## src/rtl/aquarium_param_writer.sv

```systemverilog
// aquarium_param_writer
//   Write-side controller for the five tank parameter registers of the
//   aquarium monitor. One command at a time is accepted over wr_valid /
//   wr_ready, executed one cycle later, and acknowledged with a one-cycle
//   wr_done pulse. The stored values are presented continuously on Q_*.
//
//   Ports
//     CLK       : clock, rising edge
//     reset     : asynchronous, active-low
//     wr_valid  : command present           wr_ready : FSM idle
//     wr_mode   : 5-bit target code         wr_data  : 8-bit value
//     wr_done   : completion pulse          wr_err   : sticky error flag
//     err_clr   : clears wr_err (a same-cycle new error wins)
//     Q_fish/Q_clean/Q_temp/Q_food/Q_salt : stored parameter values
//     wr_count  : saturating count of successful writes
//
//   Build option
//     AQ_RANGE_CHECK_EN : when defined, temperature writes outside
//                         [TEMP_MIN, TEMP_MAX] are rejected with wr_err.
module aquarium_param_writer #(
    parameter logic [7:0] TEMP_MIN = 8'd20,
    parameter logic [7:0] TEMP_MAX = 8'd30
) (
    input  logic       CLK,
    input  logic       reset,
    input  logic       wr_valid,
    output logic       wr_ready,
    input  logic [4:0] wr_mode,
    input  logic [7:0] wr_data,
    output logic       wr_done,
    output logic       wr_err,
    input  logic       err_clr,
    output logic [7:0] Q_fish,
    output logic [7:0] Q_clean,
    output logic [7:0] Q_temp,
    output logic [7:0] Q_food,
    output logic [7:0] Q_salt,
    output logic [7:0] wr_count
);

    typedef enum logic [1:0] {IDLE, EXEC, DONE} state_t;

    state_t          state_q, state_d;
    logic [4:0]      cmd_mode_q, cmd_mode_d;
    logic [7:0]      cmd_data_q, cmd_data_d;
    // Parameter file, index 0..4 = fish, clean, temp, food, salt
    // (same bit order as the one-hot mode code).
    logic [4:0][7:0] par_q, par_d;
    logic [7:0]      cnt_q, cnt_d;
    logic            err_q, err_d;
    logic            temp_ok;
    logic            cnt_inc;
    logic            err_set;

`ifdef AQ_RANGE_CHECK_EN
    assign temp_ok = (cmd_data_q >= TEMP_MIN) && (cmd_data_q <= TEMP_MAX);
`else
    assign temp_ok = 1'b1;
    // Bounds only matter in the range-checked build.
    logic unused_temp_bounds;
    assign unused_temp_bounds = ^{TEMP_MIN, TEMP_MAX};
`endif

    always_comb begin
        state_d    = state_q;
        cmd_mode_d = cmd_mode_q;
        cmd_data_d = cmd_data_q;
        par_d      = par_q;
        cnt_inc    = 1'b0;
        err_set    = 1'b0;

        case (state_q)
            IDLE: begin
                if (wr_valid) begin
                    cmd_mode_d = wr_mode;
                    cmd_data_d = wr_data;
                    state_d    = EXEC;
                end
            end
            EXEC: begin
                state_d = DONE;
                case (cmd_mode_q)
                    5'b00000: ;
                    5'b00001: begin par_d[0] = cmd_data_q; cnt_inc = 1'b1; end
                    5'b00010: begin par_d[1] = cmd_data_q; cnt_inc = 1'b1; end
                    5'b00100: begin
                        if (temp_ok) begin
                            par_d[2] = cmd_data_q;
                            cnt_inc  = 1'b1;
                        end else begin
                            err_set  = 1'b1;
                        end
                    end
                    5'b01000: begin par_d[3] = cmd_data_q; cnt_inc = 1'b1; end
                    5'b10000: begin par_d[4] = cmd_data_q; cnt_inc = 1'b1; end
                    5'b11111: begin par_d = '0; cnt_inc = 1'b1; end
                    default:  err_set = 1'b1;
                endcase
            end
            DONE:    state_d = IDLE;
            default: state_d = IDLE;
        endcase

        cnt_d = (cnt_inc && (cnt_q != 8'hFF)) ? cnt_q + 8'd1 : cnt_q;
        // Set has priority over a simultaneous clear.
        err_d = (err_q & ~err_clr) | err_set;
    end

    always_ff @(posedge CLK or negedge reset) begin
        if (!reset) begin
            state_q    <= IDLE;
            cmd_mode_q <= '0;
            cmd_data_q <= '0;
            par_q      <= '0;
            cnt_q      <= '0;
            err_q      <= 1'b0;
        end else begin
            state_q    <= state_d;
            cmd_mode_q <= cmd_mode_d;
            cmd_data_q <= cmd_data_d;
            par_q      <= par_d;
            cnt_q      <= cnt_d;
            err_q      <= err_d;
        end
    end

    assign wr_ready = (state_q == IDLE);
    assign wr_done  = (state_q == DONE);
    assign wr_err   = err_q;
    assign wr_count = cnt_q;
    assign Q_fish   = par_q[0];
    assign Q_clean  = par_q[1];
    assign Q_temp   = par_q[2];
    assign Q_food   = par_q[3];
    assign Q_salt   = par_q[4];

endmodule
```

## config.mk

```make
export PLATFORM = sky130hd
export DESIGN_NAME = aquarium_param_writer
export DESIGN_NICKNAME = d
export VERILOG_FILES = /design/src/rtl/aquarium_param_writer.sv
export SDC_FILE = /design/constraint.sdc
export NUM_CORES = 1
export LEC_CHECK = 0
export ABC_AREA = 1
export BUFFER_PORTS_ARGS = -buffer_cell sky130_fd_sc_hd__clkbuf_2
export CAP_MARGIN = 20
export CORE_MARGIN = 1.5
export CORE_UTILIZATION = 40
export CTS_BUF_LIST = sky130_fd_sc_hd__clkbuf_4
export CTS_CLUSTER_DIAMETER = 50
export DETAILED_ROUTE_END_ITERATION = 16
export GPL_ROUTABILITY_DRIVEN = 0
export GPL_TIMING_DRIVEN = 0
export PLACE_DENSITY = 0.69
export SETUP_SLACK_MARGIN = 0.5
export SKIP_LAST_GASP = 1
export SLEW_MARGIN = 5
export SYNTH_ARGS = -nofsm -noshare
export SYNTH_HDL_FRONTEND = slang
export SYNTH_SLANG_ARGS = --single-unit
```

## constraint.sdc

```tcl
create_clock -name CLK -period 1.8 [get_ports CLK]
set_input_delay 0 -clock CLK [delete_from_list [all_inputs] [get_ports CLK]]
set_output_delay 0 -clock CLK [all_outputs]
set_load 0.01 [all_outputs]
```

## Word level (Yosys, flattened, before mapping)

Cells that the tools add are included.

- Add/subtract/negate cells: 1
- Reduce and logical (&&, ||, !) cells: 16
- Equality and inequality tests: 10
- Mux-type cells: 11
- Bitwise gates (word level): 3

Operators by type and width:

| kind | number |
|---|---|
| $pmux W8 S2 | 5 |
| $reduce_and A2 Y1 | 6 |
| $eq A5 B5 Y1 const B | 2 |
| $reduce_bool A2 Y1 | 5 |
| $add A8 B1 Y8 const B | 1 |
| $ne A8 B8 Y1 const B | 1 |
| $reduce_or A7 Y1 | 1 |
| $reduce_or A6 Y1 | 1 |
| $eq A5 B1 Y1 const B | 1 |
| $eq A5 B2 Y1 const B | 1 |
| $eq A5 B3 Y1 const B | 1 |
| $eq A5 B4 Y1 const B | 1 |
| $logic_not A5 Y1 | 1 |
| $mux W1 | 4 |
| $pmux W2 S2 | 1 |
| $eq A2 B1 Y1 const B | 1 |
| $eq A2 B2 Y1 const B | 1 |
| $logic_not A2 Y1 | 1 |
| $mux W2 | 1 |
| $ne A2 B2 Y1 const B | 1 |
| $and A1 B1 Y1 | 1 |
| $logic_and A1 B1 Y1 | 1 |
| $not A1 Y1 | 1 |
| $or A1 B1 Y1 | 1 |

- Register bits after elaboration: 64
- Logic and storage cells: 51
- Output and inout port bits: 51
- Bits of input ports: 17

## Logic depth before layout (Yosys ltp)

Gate-level depths: netlist of the first run.

- Word-level depth: 5
- Depth in mapped cells: 9
- Mapped depth without buffers: 9

## Worst setup path after synthesis of the first run

Ideal clock, no wire load.

- Path kind: flip-flop to flip-flop
- Start: register cmd_mode_q[0]
- End: register par_q, in the netlist Q_salt[4]
- Arrival time: 1,270 ps
- Period minus slack after synthesis: 1,343 ps
- Buffers on the path: 1
- Stages on the path, launching flop included: 7
- Slack: 457 ps
- Cell sequence: dfrtp_1 > nor2_2 > nand3_2 > a21oi_4 > buf_6 > nor2_1 > a21oi_2

- Word-level cells in the longest chain between the ends: 3

Ends and longest elaborated chain:

| element | line | source |
|---|---|---|
| start, declared | 44 | `logic [4:0] cmd_mode_q, cmd_mode_d;` |
| start signal, assigned | 119 | `cmd_mode_q <= cmd_mode_d;` |
| $eq A5 B5 Y1 | 82 | `case (cmd_mode_q)` |
| $reduce_bool A2 Y1 (no source line) | -- |  |
| $reduce_and A2 Y1 (no source line) | -- |  |
| end signal, assigned | 121 | `par_q <= par_d;` |
| end, declared | 48 | `logic [4:0][7:0] par_q, par_d;` |

Parallel ways exist; a longest one is shown, timed or not.
A chain may end at the register's enable or synchronous reset.

## Worst setup path after layout of the first run

- Start: register cmd_mode_q[1]
- End: register par_q, in the netlist Q_salt[0]

Same word-level chain as after synthesis.

==> results of run 1 <==
## registers in the layout (all words and copies together) (netlist names)
name,cells
Q_salt,8
wr_count,8
cmd_mode_q,5
Q_food,8
Q_fish,8
cmd_data_q,8
state_q,2
Q_temp,8
Q_clean,8
wr_err,1
## final timing paths
| kind | start | endpoint | slack, ns | cells past startpoint |
|---|---|---|---|---|
| max in group asynchronous | reset | cmd_mode_q[3]$_DFFE_PN0P_ | 1.37 | 3 |
| worst max register to register | cmd_mode_q[1]$_DFFE_PN0P_ | Q_salt[0]$_DFFE_PN0P_ | 0.35 | 7 |
| worst min-delay path | reset | cmd_mode_q[1]$_DFFE_PN0P_ | 0.14 | 3 |
| min in group CLK | err_clr | wr_err$_DFF_PN0_ | 0.32 | 3 |
| worst min register to register | Q_temp[7]$_DFFE_PN0P_ | Q_temp[7]$_DFFE_PN0P_ | 0.50 | 2 |
| worst max-delay path | cmd_mode_q[1]$_DFFE_PN0P_ | Q_salt[0]$_DFFE_PN0P_ | 0.35 | 7 |
## through the flow
stage               cell area, µm²  hold slack [ns]
floorplan                     2800           -0.296
global placement              3230            0.200
detailed placement            3260           0.0552
CTS                           3740            0.155
global route                  3850            0.172
finish                        3850            0.144
## timing repair
action                                  in CTS  in global routing
gates resized for setup                     23                 21
endpoints found under the setup margin      58                 58
hold endpoints to repair                    78                  0
cloned                                       3                  1
hold buffers                                16                  0
setup buffers                               14                  4
pin swaps                                    5                  6
## cell families (layout without fill, tap and decap cells)
kind of cell	Yosys count	count (layout)
AND/OR/NAND/NOR	156	157
XOR/XNOR	4	4
adder cells (fa/ha/maj)	1	1
AO/OA/AOI/OAI	47	47
buffers and inverters	26	147
flip-flops	64	64
## cells in the final DEF (no fill, tap or decap), types with 10 or more instances in the layout
cell and n:
nor2_1 13, clkbuf_4 10, o21ai_1 24, dfrtp_1 61
nand2_2 14, dlygate4sd3_1 16, nand2_1 91, buf_4 15
buf_6 12, nand4_1 10, clkbuf_2 67, inv_1 15
## critical path, delay by kind of cell (launching register included)
family          cells  cell delay, ns
compound gates      2            0.32
flops               1            0.42
simple gates        3            0.33
buf+inv             2            0.28
## power breakdown
group / total [µW] / internal, µW / switching [µW]
clock network: 827 / 280 / 547
logic: 2140 / 923 / 1220
registers: 2320 / 1960 / 363
total: 5290 / 3160 / 2130
## cell type report
type,instances,area share (%)
inverter,18,1.82
clock buffer,9,1.76
timing repair buffer,105,18.8
multi-input combinational,209,30.1
clock inverter,7,1.27
sequential,64,41.7
tap,80,2.60
buffer,8,1.98
## layer usage
metal | vias up | track usage (%) | routed length, µm
li1 | 1203 | - | -
met1 | 1166 | 26.2 | 3090
met2 | 81 | 31.4 | 3340
met3 | 10 | 4.48 | 370
met4 | 0 | 8.50 | 99
met5 | - | 0 | 0
==> key figures, run 1 <==
Layout
  • Net count reported at finish: 433
  • Post-layout utilization of the core: 56.9%
  • Fraction of layout cells with a size suffix above 1: about two fifths
  • Fillcell total: 608
  • Area growth, synth to finish: 38.6%
  • Area used by multi-input combinational logic: about 0.0012 mm²
  • Post-Layout Cell Count: 500
  • N_diodes: 0
  • Flip-flop and latch area: 0.00161 mm²

STA
  • Number of setup violations in the final report: 0
  • Setup clock skew after layout: about 0.021 ns
  • Setup TNS: 0 ns
  • Peak clock frequency supported by timing: 691 MHz
  • Max_slew headroom: between 70% and 80%
  • Final WS setup: 0.353 ns
  • Final worst path period need: ~1.4 ns
  • Worst-Margin Slew: 0.330 ns
  • Number of max-slew violations in the final report: 0
  • Period Utilization, post-route: 80.4%
  • RSZ-0062 raised after global routing: true
  • Number of endpoints with negative hold slack in the final report: 0

Floorplan
  • Initial Utilization: 41.1%
  • Cell Rows: 30
  • Horizontal die dimension: 86.3 µm
  • Core region area: 0.00676 mm²
  • Die Area: 0.00745 mm²
  • Height of the die: between 80 and 90 µm
  • Number of top-level design ports: 68

Logic synthesis
  • Adder-Cell Fraction of Synth Area: less than 1%
  • Most numerous cell in the Yosys netlist: nand2_1
  • Number of nets in the synthesized netlist: 316
  • Simple-gate share of the synthesized area: between 20% and 30%
  • Area share of the leading cell type in the synthesized netlist: 57.7%
  • Post-synthesis instance total: 298
  • Number of flops mapped to enable cells by yosys: 0
  • Portion of netlist area occupied by mux cells: 0%
  • Number of flip-flops and latches in the synthesized netlist: 64
  • Most frequent cells after synthesis: nand2_1, dfrtp_1, o21ai_1, nor2_1, inv_1
  • Top_reg_cell synth: dfrtp_1
  • Largest family of logic cells by synthesized area: simple AND/OR/NAND/NOR gates
  • Synth Area in Compound Gates: around a tenth
  • Sequential-to-total area share from yosys stat: 57.7%
  • Top cells by area, synth: dfrtp_1, nand2_1, o21ai_1
  • Yosys Warn Count: 0
  • Async set or reset register ratio after synthesis: 100%
  • Distinct cells, synth: 27
  • Mapped Area: 0.00278 mm²
  • Area share of xor/xnor cells in the synthesized design: under 10%
  • Post-Syn Area per Cell: 9.31 µm²
  • Cell type with the highest aggregate area in the netlist: dfrtp_1

Worst setup path
  • Crit-path max FO: 6
  • Required time reported for the critical path endpoint: 2.11 ns
  • Slowest cell on crit path: dfrtp_1
  • Largest incremental delay on the critical path: 0.42 ns
  • Most common cell type on the critical path: buf_6
  • Crit path capture type: register
  • Data arrival time of the worst path: 1.76 ns
  • Crit-path cells: buf_6 > nor2_4 > nand3_4 > a21oi_4 > buf_6 > nor2_2 > a21oi_1
  • Crit path launch type: register
  • Critical Setup Path Class: register to register

Clock network
  • Master cell of the clock root buffer: clkbuf_4
  • Number of CTS-inserted buffers: 9
  • Htree depth: 3
  • Clock transition time at the flip-flop clock pins of the worst setup and hold paths: approximately 0.12 ns
  • Worst skew pair latency: 0.40 ns
  • Number of sinks driven by the clock tree: 64
  • Clock tree from TritonCTS: yes
  • Max Buffers Root-to-Sink: 2

Run
  • Max-cap violations: 0

Route
  • Total number of vias: 2460
  • Initial DRT Pass Iterations: 4
  • Wire per inst: approximately 14 µm
  • Post-DRT Antenna Nets: 0
  • Via density per instance: 4.92
  • Remaining DRCs: 0
  • Initial detailed-routing violation count: 143
  • Final wirelength: 6900 µm

Global route
  • Global-route congestion overflow total: 0
  • Initial antenna violation count: 0
  • Wire length of the first global-routing pass: 11200 µm
  • Gr usage total: just under 20%
  • Maximum number of pins on one net before global-route repair: 65
  • Number of global-route vias before repair: 2338

Placed design
  • Cell count after placement: 446
  • Worst Setup Slack post-DPL: 0.353 ns
  • HPWL after detailed placement: around 4500 µm
  • Number of buffers added on ports: 67

Hold path
  • Class of the tightest hold or removal check: input port to asynchronous set/reset pin

Power and ir drop
  • Power Total: 5290 µW
  • Max VDD drop: 584 µV
  • Cell Pwr Density: 1380 mW/mm²
  • Leakage Power: 0.00199 µW

Outcome
  • Outcome: complete, no violations
Power figures use the tool's default switching activity.
==> run 2, diff against run 1 <==
PLACE_DENSITY = 0.71   (was 0.69)
clock period = 1.3 ns   (was 1.8 ns; I/O delays follow)
==> run 2 against run 1 <==
  * Total power rose by 63%
  * The flow now finishes with violations (negative hold slack, negative setup slack)
  * Critical path type unchanged
  * Sequential power up 41%
  * Highest routed layer unchanged
  * Non-clock buffer count is 32 higher
  * Combinational power up 76%
  * Hold slack worse by 0.45 ns
==> key figures, run 2 (synthesis results as in run 1) <==
Layout
  • Area growth, synth to finish: 51.6% (was 38.6%)
  • Most common cell after layout, fill and taps aside: nand2_1 (unchanged)
  • Fraction of layout cells with a size suffix above 1: 48.9% (was 39.5%)
  • N_diodes: 0 (unchanged)
  • Commonest cells after routing, fill and taps aside: nand2_1, clkbuf_2, dfrtp_1, buf_4, o21ai_1 (was nand2_1, clkbuf_2, dfrtp_1, o21ai_1, dlygate4sd3_1)
  • Net count reported at finish: 465 (was 433)
  • Fillcell total: 560 (was 608)
  • Area used by multi-input combinational logic: 0.00121 mm² (was 0.00116 mm²)
  • Flip-flop and latch area: 0.00161 mm² (about the same)
  • Final standard cell area without fillers: 0.00421 mm² (was 0.00385 mm²)

STA
  • Final WS setup: -0.176 ns (was 0.353 ns)
  • RSZ-0062 raised after global routing: true (unchanged)
  • Period Utilization, post-route: 114% (was 80.4%)
  • Peak clock frequency supported by timing: 677 MHz (was 691 MHz)
  • Worst-Margin Slew: 0.850 ns (was 0.330 ns)
  • Max_slew headroom: 43.3% (was 78.0%)
  • Final worst path period need: 1.48 ns (was 1.45 ns)
  • Number of max-slew violations in the final report: 0 (unchanged)
  • Number of setup violations in the final report: 49 (was 0)
  • Setup clock skew after layout: 0.0183 ns (was 0.0208 ns)
  • Number of endpoints with negative hold slack in the final report: 72 (was 0)
  • Final-layout worst hold slack: -0.309 ns (was 0.144 ns)
  • Setup TNS: -6.01 ns (was 0 ns)

Global route
  • Initial antenna violation count: 0 (unchanged)
  • Gr usage total: 19.8% (about the same)
  • Global-route congestion overflow total: 0 (unchanged)
  • Maximum number of pins on one net before global-route repair: 65 (unchanged)
  • Wire length of the first global-routing pass: 11300 µm (was 11200 µm)
  • Number of global-route vias before repair: 2333 (was 2338)

Worst setup path
  • Required time reported for the critical path endpoint: 1.65 ns (was 2.11 ns)
  • Critical Setup Path Class: register to register (unchanged)
  • Crit-path max FO: 8 (was 6)
  • Crit-path cells: nand2_2 > nor2_4 > nor2_2 > nor2_4 > buf_4 > nand2_4 > clkbuf_16 > o21ai_1 (was buf_6 > nor2_4 > nand3_4 > a21oi_4 > buf_6 > nor2_2 > a21oi_1)
  • Crit path launch type: register (unchanged)
  • Slowest cell on crit path: dfrtp_2 (was dfrtp_1)
  • Buffer and inverter count on the worst path: 2 (unchanged)
  • Data arrival time of the worst path: 1.83 ns (was 1.76 ns)
  • Largest incremental delay on the critical path: 0.46 ns (was 0.42 ns)
  • Most common cell type on the critical path: nor2_4 (was buf_6)
  • Largest delay share family, worst path: simple AND/OR/NAND/NOR gates (was flip-flops)
  • Crit path capture type: register (unchanged)

Clock network
  • Master cell of the clock root buffer: clkbuf_4 (unchanged)
  • Worst skew pair latency: 0.42 ns (was 0.40 ns)
  • Clock transition time at the flip-flop clock pins of the worst setup and hold paths: 0.13 ns (was 0.12 ns)
  • Number of sinks driven by the clock tree: 64 (unchanged)
  • Number of CTS-inserted buffers: 9 (unchanged)
  • Max Buffers Root-to-Sink: 2 (unchanged)
  • Htree depth: 3 (unchanged)
  • CTS hold repair buffers: 14 (was 16)
  • Clock tree from TritonCTS: yes (unchanged)

Route
  • Total number of vias: 2590 (was 2460)
  • Initial DRT Pass Iterations: 4 (unchanged)
  • Final wirelength: 7420 µm (was 6900 µm)
  • Remaining DRCs: 0 (unchanged)
  • Post-DRT Antenna Nets: 0 (unchanged)
  • Wire per inst: 13.9 µm (was 13.8 µm)
  • Initial detailed-routing violation count: 125 (was 143)
  • Via density per instance: 4.87 (was 4.92)

Floorplan
  • Core region area: 0.00676 mm² (unchanged)
  • Initial Utilization: 41.1% (unchanged)
  • Die Area: 0.00745 mm² (unchanged)
  • Number of top-level design ports: 68 (unchanged)
  • Cell Rows: 30 (unchanged)
  • Horizontal die dimension: 86.3 µm (unchanged)
  • Height of the die: 86.3 µm (unchanged)

Placed design
  • Cell area reported after detailed placement: 0.00326 mm² (about the same)
  • HPWL after detailed placement: 4400 µm (was 4480 µm)
  • Number of buffers added on ports: 67 (unchanged)

Outcome
  • Failing checks: negative hold slack, negative setup slack
  • Outcome: finished, violations left (was complete, no violations)

Hold path
  • Class of the tightest hold or removal check: input port to asynchronous set/reset pin (unchanged)

Run
  • Max-cap violations: 0 (unchanged)

Power and ir drop
  • Leakage Power: 0.00220 µW (was 0.00199 µW)
  • Max VDD drop: 823 µV (was 584 µV)
  • Cell Pwr Density: 2050 mW/mm² (was 1380 mW/mm²)
==> run 2: changes by cell type in the layout (fill, tap and decap cells not counted), sizes merged <==
cell         delta
buf            +37
inv             +1
clkbuf          -3
dlygate4sd3     -2
clkinvlp        -3
bufinv          +2
==> run 2: area by class of cell <==
class                      instances  share of cell area [%]
inverter                          18                    1.69
sequential                        64                    38.2
tap                               80                    2.38
buffer                             8                    2.11
timing repair buffer             137                    22.6
clock inverter                     7                    2.47
clock buffer                       9                    1.61
multi-input combinational        209                    28.9
==> run 2: metrics by stage <==
stage                     cells  power (µW)  setup WS [ns]  utilization, %
after floorplan             298        4700         0.0147               -
final                       532        8630         -0.176            62.3
after global placement      445        5680         -0.245            48.2
after CTS                   504        7940         -0.143            56.8
after global routing        532        9200         -0.285            62.3
after detailed placement    445        5770         -0.166            48.2
==> run 2: worst reg2reg max path, cell delays in order, from the launching register on <==
cell and delay [ns]:
dfrtp_2 0.46, nand2_2 0.09, nor2_4 0.16, nor2_2 0.06
nor2_4 0.13, buf_4 0.14, nand2_4 0.09, clkbuf_16 0.17
o21ai_1 0.12
==> run 2: timing repair <==
item,4_1_cts,5_1_grt
gates cloned,1,2
hold endpoints to repair,78,72
gates resized for setup,15,46
pin swaps,7,15
setup buffers,28,26
setup endpoints to repair,115,115
==> run 2: final timing paths <==
path,start,to,slack (ns),depth (start not counted)
worst min register to register,Q_fish[0]$_DFFE_PN0P_,Q_fish[0]$_DFFE_PN0P_,0.50,2
min in group CLK,wr_valid,cmd_mode_q[0]$_DFFE_PN0P_,-0.07,4
worst max register to register,cmd_mode_q[3]$_DFFE_PN0P_,Q_clean[0]$_DFFE_PN0P_,-0.18,8
worst max-delay path,cmd_mode_q[3]$_DFFE_PN0P_,Q_clean[0]$_DFFE_PN0P_,-0.18,8
max in group asynchronous,reset,wr_count[6]$_DFFE_PN0P_,1.00,1
worst min-delay path,reset,Q_clean[1]$_DFFE_PN0P_,-0.31,1
==> run 2: power by group <==
part | switching (µW) | total, µW | internal (µW)
sequential | 540 | 3260 | 2720
clock | 792 | 1590 | 802
combinational | 1880 | 3770 | 1890
total | 3210 | 8630 | 5410
==> run 2: per-layer routing <==
metal	up-vias	track usage [%]	share of wire, %
li1	1269	-	-
met1	1228	27.2	46
met2	81	30.8	48
met3	12	4.00	4.1
met4	0	8.21	1.7
met5	-	0	0
==> run 3, diff against run 2 <==
CELL_PAD_IN_SITES_DETAIL_PLACEMENT = 2   (was unset)
CELL_PAD_IN_SITES_GLOBAL_PLACEMENT = 2   (was unset)
CORE_UTILIZATION = 30   (was 40)
PLACE_DENSITY = 0.84   (was 0.71)
REMOVE_ABC_BUFFERS = 1   (was unset)
==> run 3 against run 2 <==
  * The run ends with negative setup slack left
  * Clock-buffer cell count is the same
  * Clock power is 19% higher
  * Clock skew rose by 0.024 ns
  * Critical path type unchanged
==> key figures, run 3 (synthesis results as in run 1) <==
Worst setup path
  • Buffer and inverter count on the worst path: 1 (was 2)
  • Worst r2r src: cmd_mode_q[0]$_DFFE_PN0P_ (was cmd_mode_q[3]$_DFFE_PN0P_)
  • Crit path launch type: register (unchanged)
  • Length in cells of the worst reg-to-reg path: 8 (unchanged)
  • Slowest cell on crit path: dfrtp_2 (unchanged)
  • Most common cell type on the critical path: nor2_4 (unchanged)
  • Crit-path cells: nand2_2 > nor2_4 > nor2_2 > nor2_4 > buf_12 > nand2_8 > nand2_1 > o21ai_1 (was nand2_2 > nor2_4 > nor2_2 > nor2_4 > buf_4 > nand2_4 > clkbuf_16 > o21ai_1)
  • Largest delay share family, worst path: simple AND/OR/NAND/NOR gates (unchanged)
  • Number of cells on the critical path: 8 (unchanged)
  • Critical Setup Path Class: register to register (unchanged)
  • Crit-path max FO: 8 (unchanged)
  • Flop-to-flop setup slack: -0.34 ns (was -0.18 ns)
  • Crit path capture type: register (unchanged)
  • Critical R2R Capture: Q_temp[0]$_DFFE_PN0P_ (was Q_clean[0]$_DFFE_PN0P_)
  • Required time reported for the critical path endpoint: 1.65 ns (about the same)
  • Data arrival time of the worst path: 1.99 ns (was 1.83 ns)
  • Largest incremental delay on the critical path: 0.48 ns (was 0.46 ns)

Hold path
  • Class of the tightest hold or removal check: input port to register (was input port to asynchronous set/reset pin)
  • Number of stages on the worst hold path: 4
  • Worst hold path startpoint: wr_valid
  • Terminating pin of the worst hold path: cmd_data_q[2]$_DFFE_PN0P_

Outcome
  • Failing checks: negative setup slack (was negative hold slack, negative setup slack)
  • Outcome: finished, violations left (unchanged)

Global route
  • Global-route congestion overflow total: 0 (unchanged)
  • Maximum number of pins on one net before global-route repair: 40 (was 65)
  • Number of global-route vias before repair: 3150 (was 2333)
  • Wire length of the first global-routing pass: 17800 µm (was 11300 µm)
  • Gr usage total: 24.3% (was 19.8%)
  • Initial antenna violation count: 1 (was 0)

Layout
  • N_diodes: 0 (unchanged)
  • Commonest cells after routing, fill and taps aside: clkbuf_2, nand2_1, buf_4, dfrtp_1, nand2_2 (was nand2_1, clkbuf_2, dfrtp_1, buf_4, o21ai_1)
  • Fraction of layout cells with a size suffix above 1: 57.9% (was 48.9%)
  • Net count reported at finish: 479 (was 465)
  • Area growth, synth to finish: 69.2% (was 51.6%)
  • Final standard cell area without fillers: 0.00470 mm² (was 0.00421 mm²)
  • Post-Layout Cell Count: 574 (was 532)
  • Most common cell after layout, fill and taps aside: clkbuf_2 (was nand2_1)

Power and ir drop
  • Power share of the sequential group: 32.2% (was 37.8%)
  • Power Total: 10500 µW (was 8630 µW)
  • Comb pwr share: 49.7% (was 43.8%)
  • Clk network pwr share: 18.2% (was 18.5%)
  • Net switching power: 4430 µW (was 3210 µW)
  • Total internal power: 6040 µW (was 5410 µW)
  • Leakage Power: 0.00236 µW (was 0.00220 µW)
  • Net switching fraction of the power: 42.3% (was 37.2%)
  • Max VDD drop: 699 µV (was 823 µV)
  • Cell Pwr Density: 2230 mW/mm² (was 2050 mW/mm²)

Clock network
  • Htree depth: 3 (unchanged)
  • Clock tree from TritonCTS: yes (unchanged)
  • Master cell of the clock root buffer: clkbuf_4 (unchanged)
  • Max Buffers Root-to-Sink: 2 (unchanged)
  • Worst skew pair latency: 0.46 ns (was 0.42 ns)
  • Number of CTS-inserted buffers: 9 (unchanged)
  • Clock transition time at the flip-flop clock pins of the worst setup and hold paths: 0.16 ns (was 0.13 ns)
  • Number of sinks driven by the clock tree: 64 (unchanged)

STA
  • Final WS setup: -0.336 ns (was -0.176 ns)
  • Final-layout worst hold slack: 0.0274 ns (was -0.309 ns)
  • Number of endpoints with negative hold slack in the final report: 0 (was 72)
  • Final worst path period need: 1.64 ns (was 1.48 ns)
  • RSZ-0062 raised after global routing: true (unchanged)
  • Max_slew headroom: 72.9% (was 43.3%)
  • Peak clock frequency supported by timing: 611 MHz (was 677 MHz)
  • Number of max-slew violations in the final report: 0 (unchanged)
  • Setup clock skew after layout: 0.0421 ns (was 0.0183 ns)
  • Number of setup violations in the final report: 64 (was 49)
  • Period Utilization, post-route: 126% (was 114%)
  • Worst-Margin Slew: 0.407 ns (was 0.850 ns)

Route
  • Final wirelength: 14800 µm (was 7420 µm)
  • Wire per inst: 25.8 µm (was 13.9 µm)
  • Post-DRT Antenna Nets: 0 (unchanged)
  • Total number of vias: 2990 (was 2590)
  • Initial DRT Pass Iterations: 4 (unchanged)
  • Initial detailed-routing violation count: 144 (was 125)
  • Via density per instance: 5.21 (was 4.87)
  • Remaining DRCs: 0 (unchanged)

Floorplan
  • Horizontal die dimension: 99.2 µm (was 86.3 µm)
  • Height of the die: 99.2 µm (was 86.3 µm)
  • Initial Utilization: 31.4% (was 41.1%)
  • Die Area: 0.00984 mm² (was 0.00745 mm²)
  • Core region area: 0.00885 mm² (was 0.00676 mm²)
  • Cell Rows: 34 (was 30)
  • Number of top-level design ports: 68 (unchanged)

Placed design
  • Cell area reported after detailed placement: 0.00320 mm² (was 0.00326 mm²)
  • HPWL after detailed placement: 5520 µm (was 4400 µm)
  • Cell count after placement: 466 (was 445)
  • Number of buffers added on ports: 67 (unchanged)

Run
  • Max-cap violations: 0 (unchanged)
## run 3: changes by cell type in the layout (fill, tap and decap cells not counted), moves of 6 or more
cell	previous run	this run
nand2_8	0	7
nand2_2	17	28
o21ai_2	7	16
nand2_4	7	20
nand2_1	86	59
buf_4	53	59
## run 3: how the worst max path moves through the flow
stage                                    from                    end
floorplan           cmd_mode_q[0]$_DFFE_PN0P_  Q_salt[4]$_DFFE_PN0P_
detailed placement  cmd_mode_q[0]$_DFFE_PN0P_  Q_salt[0]$_DFFE_PN0P_
global route        cmd_mode_q[0]$_DFFE_PN0P_  Q_food[5]$_DFFE_PN0P_
CTS                 cmd_mode_q[2]$_DFFE_PN0P_  Q_temp[2]$_DFFE_PN0P_
finish              cmd_mode_q[0]$_DFFE_PN0P_  Q_temp[0]$_DFFE_PN0P_
global placement    cmd_mode_q[0]$_DFFE_PN0P_  Q_salt[4]$_DFFE_PN0P_
## run 3: worst reg2reg max path: stages, from the launching register on
cell and delay, ns:
dfrtp_2 0.48, nand2_2 0.10, nor2_4 0.18, nor2_2 0.08, nor2_4 0.13, buf_12 0.21, nand2_8 0.14, nand2_1 0.14
o21ai_1 0.10
## run 3: layer usage
layer | share of wire, % | wire (µm) | vias up | global-route usage, %
met5 | 0.081 | 12 | - | 0
met4 | 3.1 | 456 | 2 | 7.58
met3 | 4.4 | 656 | 39 | 5.69
met2 | 55 | 8170 | 116 | 47.6
met1 | 37 | 5490 | 1533 | 25.5
li1 | - | - | 1300 | -
## run 3: power by group through the flow
stage	Sequential (µW)	Combinational (µW)	Clock, µW
floorplan	3450	1140	0
finish	3370	5200	1900
CTS	3210	3860	1830
global placement	3220	2360	0
global route	3420	5520	1990
detailed placement	3280	2510	0
## run 3: final cells by class
| type | instances | area (µm²) |
|---|---|---|
| multi-input cells | 213 | 1500 |
| repair buffers | 153 | 1150 |
| clock inverters | 7 | 120 |
| inverters | 18 | 86.3 |
| flip-flops and latches | 64 | 1610 |
| fillers | 907 | 4150 |
| well taps | 108 | 135 |
| clock buffers | 9 | 67.6 |
| repair inverters | 2 | 27.5 |
## run 3: per-stage QoR
step	setup TNS (ns)	utilization, %	worst slack (ns)
2_1_floorplan	-0.553	-	-0.0455
3_3_place_gp	-26.65	35.9	-0.307
3_5_place_dp	-19.25	36.1	-0.418
4_1_cts	-5.76	47.4	-0.154
5_1_grt	-16.94	53.1	-0.396
6_report	-13.03	53.1	-0.336
## run 3: what timing repair did
item	4_1_cts	5_1_grt
pin swaps	10	7
cloned	4	4
endpoints found under the setup margin	115	115
hold buffers	15	0
endpoints found under the hold margin	78	0
setup buffers	49	20
gates resized for setup	69	78
